==> config.mk <==
export PLATFORM = sky130hd
export DESIGN_NAME = mem_access_stage
export DESIGN_NICKNAME = d
export VERILOG_FILES = /design/src/rtl/mem_access_stage.sv
export SDC_FILE = /design/constraint.sdc
export NUM_CORES = 1
export LEC_CHECK = 0
export CORE_ASPECT_RATIO = 0.8
export CORE_MARGIN = 2
export CORE_UTILIZATION = 38
export CTS_CLUSTER_DIAMETER = 120
export DETAILED_ROUTE_END_ITERATION = 7
export PLACE_DENSITY = 0.89
export SYNTH_ARGS = -nofsm -noshare
export SYNTH_HDL_FRONTEND = slang
export SYNTH_SLANG_ARGS = --single-unit
==> constraint.sdc <==
create_clock -name clk -period 1.7 [get_ports clk]
set_input_delay 0.425 -clock clk [delete_from_list [all_inputs] [get_ports clk]]
set_output_delay 0.425 -clock clk [all_outputs]
set_load 0.02 [all_outputs]
==> src/rtl/mem_access_stage.sv <==
// MEM pipeline stage: drives a req/ack data-memory port for loads and stores,
// stalls upstream while an access is in flight, and registers results into MEM/WB.
module mem_access_stage #(
  parameter int TIMEOUT_CYCLES = 16
) (
  input  logic        clk,
  input  logic        reset,
  input  logic        ex_mem_mem_to_reg_wr,
  input  logic        ex_mem_mem_wr_en,
  input  logic        ex_mem_reg_wr_en,
  input  logic [4:0]  ex_mem_reg_wr_addr,
  input  logic [31:0] ex_mem_alu_result,
  input  logic [31:0] ex_mem_mem_wr_data,
  output logic        dmem_req,
  output logic        dmem_we,
  output logic [31:0] dmem_addr,
  output logic [31:0] dmem_wdata,
  input  logic [31:0] dmem_rdata,
  input  logic        dmem_ack,
  output logic        mem_stall,
  output logic        mem_err,
  output logic        mem_wb_reg_wr_en,
  output logic        mem_wb_mem_to_reg_wr,
  output logic [4:0]  mem_wb_reg_wr_addr,
  output logic [31:0] mem_wb_alu_result,
  output logic [31:0] mem_wb_rd_data
);

  localparam int CNT_W = (TIMEOUT_CYCLES > 1) ? $clog2(TIMEOUT_CYCLES) : 1;
  localparam logic [CNT_W-1:0] CNT_LAST = CNT_W'(TIMEOUT_CYCLES - 1);

  typedef enum logic {IDLE, ACCESS} state_e;

  state_e            state_q, state_d;
  logic [CNT_W-1:0]  cnt_q, cnt_d;
  logic [31:0]       addr_q, addr_d;
  logic [31:0]       wdata_q, wdata_d;
  logic              we_q, we_d;
  logic              err_q, err_d;
  logic              wb_reg_wr_en_q, wb_reg_wr_en_d;
  logic              wb_mem_to_reg_q, wb_mem_to_reg_d;
  logic [4:0]        wb_reg_wr_addr_q, wb_reg_wr_addr_d;
  logic [31:0]       wb_alu_result_q, wb_alu_result_d;
  logic [31:0]       wb_rd_data_q, wb_rd_data_d;
  logic              stall_raw;
  logic              access;
  logic              timeout;

  assign access  = ex_mem_mem_to_reg_wr | ex_mem_mem_wr_en;
  assign timeout = (state_q == ACCESS) && (cnt_q == CNT_LAST) && !dmem_ack;

  // NOTE: every signal driven here gets a default first, otherwise a path that
  // skips an assignment would infer a latch.
  always_comb begin
    state_d          = state_q;
    cnt_d            = cnt_q;
    addr_d           = addr_q;
    wdata_d          = wdata_q;
    we_d             = we_q;
    err_d            = err_q;
    stall_raw        = 1'b0;
    wb_reg_wr_en_d   = 1'b0;
    wb_mem_to_reg_d  = 1'b0;
    wb_reg_wr_addr_d = '0;
    wb_alu_result_d  = '0;
    wb_rd_data_d     = '0;

    case (state_q)
      IDLE: begin
        if (access) begin
          stall_raw = 1'b1;
          state_d   = ACCESS;
          cnt_d     = '0;
          addr_d    = ex_mem_alu_result;
          wdata_d   = ex_mem_mem_wr_data;
          we_d      = ex_mem_mem_wr_en;
        end else begin
          wb_reg_wr_en_d   = ex_mem_reg_wr_en;
          wb_mem_to_reg_d  = ex_mem_mem_to_reg_wr;
          wb_reg_wr_addr_d = ex_mem_reg_wr_addr;
          wb_alu_result_d  = ex_mem_alu_result;
        end
      end
      ACCESS: begin
        if (dmem_ack || timeout) begin
          // Upstream is still holding the instruction, so it is captured here.
          wb_reg_wr_en_d   = ex_mem_reg_wr_en & dmem_ack;
          wb_mem_to_reg_d  = ex_mem_mem_to_reg_wr;
          wb_reg_wr_addr_d = ex_mem_reg_wr_addr;
          wb_alu_result_d  = ex_mem_alu_result;
          wb_rd_data_d     = (dmem_ack && !we_q) ? dmem_rdata : 32'h0;
          err_d            = err_q | timeout;
          state_d          = IDLE;
          cnt_d            = '0;
        end else begin
          stall_raw = 1'b1;
          cnt_d     = cnt_q + CNT_W'(1);
        end
      end
      default: state_d = IDLE;
    endcase
  end

  // NOTE: state registers use non-blocking assignments so every flop samples
  // the pre-edge value of every other flop.
  always_ff @(posedge clk) begin
    if (reset) begin
      state_q          <= IDLE;
      cnt_q            <= '0;
      addr_q           <= '0;
      wdata_q          <= '0;
      we_q             <= 1'b0;
      err_q            <= 1'b0;
      wb_reg_wr_en_q   <= 1'b0;
      wb_mem_to_reg_q  <= 1'b0;
      wb_reg_wr_addr_q <= '0;
      wb_alu_result_q  <= '0;
      wb_rd_data_q     <= '0;
    end else begin
      state_q          <= state_d;
      cnt_q            <= cnt_d;
      addr_q           <= addr_d;
      wdata_q          <= wdata_d;
      we_q             <= we_d;
      err_q            <= err_d;
      wb_reg_wr_en_q   <= wb_reg_wr_en_d;
      wb_mem_to_reg_q  <= wb_mem_to_reg_d;
      wb_reg_wr_addr_q <= wb_reg_wr_addr_d;
      wb_alu_result_q  <= wb_alu_result_d;
      wb_rd_data_q     <= wb_rd_data_d;
    end
  end

  assign dmem_req             = (state_q == ACCESS);
  assign dmem_we              = we_q;
  assign dmem_addr            = addr_q;
  assign dmem_wdata           = wdata_q;
  assign mem_stall            = stall_raw & ~reset;
  assign mem_err              = err_q;
  assign mem_wb_reg_wr_en     = wb_reg_wr_en_q;
  assign mem_wb_mem_to_reg_wr = wb_mem_to_reg_q;
  assign mem_wb_reg_wr_addr   = wb_reg_wr_addr_q;
  assign mem_wb_alu_result    = wb_alu_result_q;
  assign mem_wb_rd_data       = wb_rd_data_q;

endmodule

==> results.cfg <==
[status]
outcome = finished with violations
violations = setup timing

[timing]
slew-limit-headroom = 0.6502
worst_slew_pin_slew_ns = 0.5247
setup_viol = 1
period_needed_ns = 1.754
setup_ws_ns = -0.05431
timing.final.crit_share = 1.032
rsz0062_at_grt = true
whs_ns = 0.4496
slew_viol_final = 0
tns_ns = -0.05431
fin_worst_skew_ns = 0.007618
fmax_ghz = 0.5700
hold_violations = 0

[logic_synthesis]
yosys-top-cells-area = dfxtp_1 (64%), nand2_1 (11%), and2_1 (9.7%)
yosys_warnings = 0
synth_compound_area_frac = 0.09310
synth.avg_cell_area_um2 = 9.595
synth_seq_area_share = 0.6371
ys_types = 30
synth_edf_count = 0
synth_adder_area_share = 0.002804
ys_ff_latch = 142
synth_top_area_share = 0.6371
netlist_instances = 465
yosys-mux-area-fraction = 0.004767
synth_top_cell_by_area = dfxtp_1
synth-xor-area-share = 0
synth.net_count = 573
syn_area_um2 = 4462
synth_flop_cell = dfxtp_1
yosys.area_share.simple = 0.2280
synth_top_family_by_area = simple AND/OR/NAND/NOR gates
synthArstFlopShare = 0

[clock_network]
htreeDepth = 4
root_buffer = clkbuf_16
numCtsBuffers = 17
clock_sinks = 142
insertion_delay_ns = 0.40
cts_tree = built
cts_buffer_depth = 2
hold_buffers = 0
clk_pin_slew_worst_paths_ns = 0.06

[setup_path]
cp-startpoint = cnt_q[0]
crit_path_cell_trace = ha_4, nand3_4, a21oi_4, nor2_2, buf_6
endpoint_kind = output pin
r2r_start = dmem_req
critPathKind = flip-flop to output pin
start_kind = flip-flop
cp_slowest_cell = dfxtp_2
crit_fanout = 2
crit_arrival_ns = 1.33
max_stage_delay_ns = 0.35
cp.required_ns = 1.27

[placement]
io_buffers = 245
place_inst = 849
gp_congestion = 0.7895
postPlaceCellArea_um2 = 7134
hpwl_um = 9348

[global_route]
grt.overflow.total = 0
grt_use_total = 0.2075
grt_max_degree = 68
grt_pass1_vias = 4219
grt_pass1_wl_um = 20570
antenna_found_initial = 1

[detailed_routing]
first_pass_iters = 4
wl_per_cell_um = 14.85
ant_nets = 0
drt-total-wl_um = 13160
drtIter0Drc = 132
vias_per_cell = 4.632
vias = 4104
drc = 0

[die]
io_pins = 246
die-area_um2 = 12630
die_w_um = 125.2
initial_core_util = 0.3889
fp.coreArea_um2 = 11470
rows = 35
dieHeight_um = 100.9

[power]
powerDensity_nw_per_um2 = 1110
irDropWorstVdd_uv = 683.2
leakage_nw = 3.665
power_mw = 8.495

[cells_and_area]
area_delta_synth_final_pct = 71.51
final_cell_mix = dfxtp_1 (140), dlygate4sd2_1 (138), nand2_1 (129), clkdlybuf4s50_1 (102), and2_1 (69)
drive_above_1_share = 0.09362
fin_area_um2 = 7652
final_nets = 832
layout_commonest_cell = dfxtp_1
stdcell_count = 886

[run]
maxCapViolCount = 0

[worst_hold_path]
hp-class = flip-flop to flip-flop
hp-start = dmem_wdata[26]
-- worst max-delay path: cells and delay by family, from the launching register on --
family / cells / cell delay, ns
adder cells (fa/ha/maj): 1 / 0.15
AND/OR/NAND/NOR: 2 / 0.15
flip-flops: 1 / 0.35
buffers and inverters: 1 / 0.12
AO/OA/AOI/OAI: 1 / 0.15
-- timing repair --
item,4_1_cts,5_1_grt
resized for setup,155,5
endpoints found under the hold margin,0,0
endpoints found under the setup margin,176,100
pin swaps,3,3
buffers inserted,1,3
-- cell usage after synthesis (2+ instances only) --
| cell | instances |
|---|---|
| buf_1 | 2 |
| and2_1 | 69 |
| dfxtp_1 | 142 |
| buf_6 | 4 |
| nand2_1 | 129 |
| nor3_1 | 3 |
| a21oi_1 | 67 |
| buf_2 | 8 |
| nand3_1 | 2 |
| nor2_1 | 4 |
| clkbuf_1 | 15 |
| nor4_1 | 2 |
-- sequential cells by signal, indices dropped and copies added (netlist names) --
signal                cells
mem_wb_mem_to_reg_wr      1
mem_wb_reg_wr_en          1
dmem_wdata               32
cnt_q                     4
dmem_req                  1
dmem_we                   1
mem_err                   1
mem_wb_rd_data           32
mem_wb_reg_wr_addr        5
dmem_addr                32
mem_wb_alu_result        32
-- layout make-up --
| type | instances | area, µm² |
|---|---|---|
| flip-flops and latches | 142 | 2845 |
| clock buffers | 20 | 446.7 |
| repair buffers | 269 | 2485 |
| diodes | 1 | 2.502 |
| well taps | 148 | 185.2 |
| clock inverters | 12 | 160.2 |
| multi-input cells | 293 | 1524 |
| fillers | 911 | 3821 |
| inverters | 1 | 3.754 |
-- power breakdown --
part,internal (mW),switching [mW],leakage (nW)
logic,0.541,0.611,2.22
clock network,2.36,1.40,0.284
registers,3.51,0.0740,1.16
total,6.41,2.08,3.66
-- per-layer routing --
layer	track usage	wire length (µm)	share of wire	vias up
met4	0.08034	255	0.019	0
li1	-	-	-	2007
met2	0.3758	6738	0.51	181
met1	0.2104	4926	0.37	1897
met3	0.09607	1236	0.094	19
met5	0	0	0	-
-- stage by stage --
step	util	setup WS [ns]
after CTS	0.6639	-0.1382
final	0.6670	-0.05431
after detailed placement	0.6218	-0.6331
after global routing	0.6670	-0.1212
after global placement	0.6218	-0.6354
after floorplan	-	0.008111
-- final timing paths --
kind                                             end  slack (ns)  cells after the start
worst max-delay path                       mem_stall       -0.05                      5
worst min-delay path                  dmem_wdata[26]        0.45                      2
worst max register to register  mem_wb_alu_result[3]        0.14                      5
worst min register to register        dmem_wdata[26]        0.45                      2
-- cell families after synthesis --
logic type / after synthesis
and+or+nand+nor: 215
buffers and inverters: 30
adders and majority gates: 1
AOI/OAI and AO/OA: 75
muxes: 2
DFF: 142
Note: power is estimated with default switching activity, not from simulation.
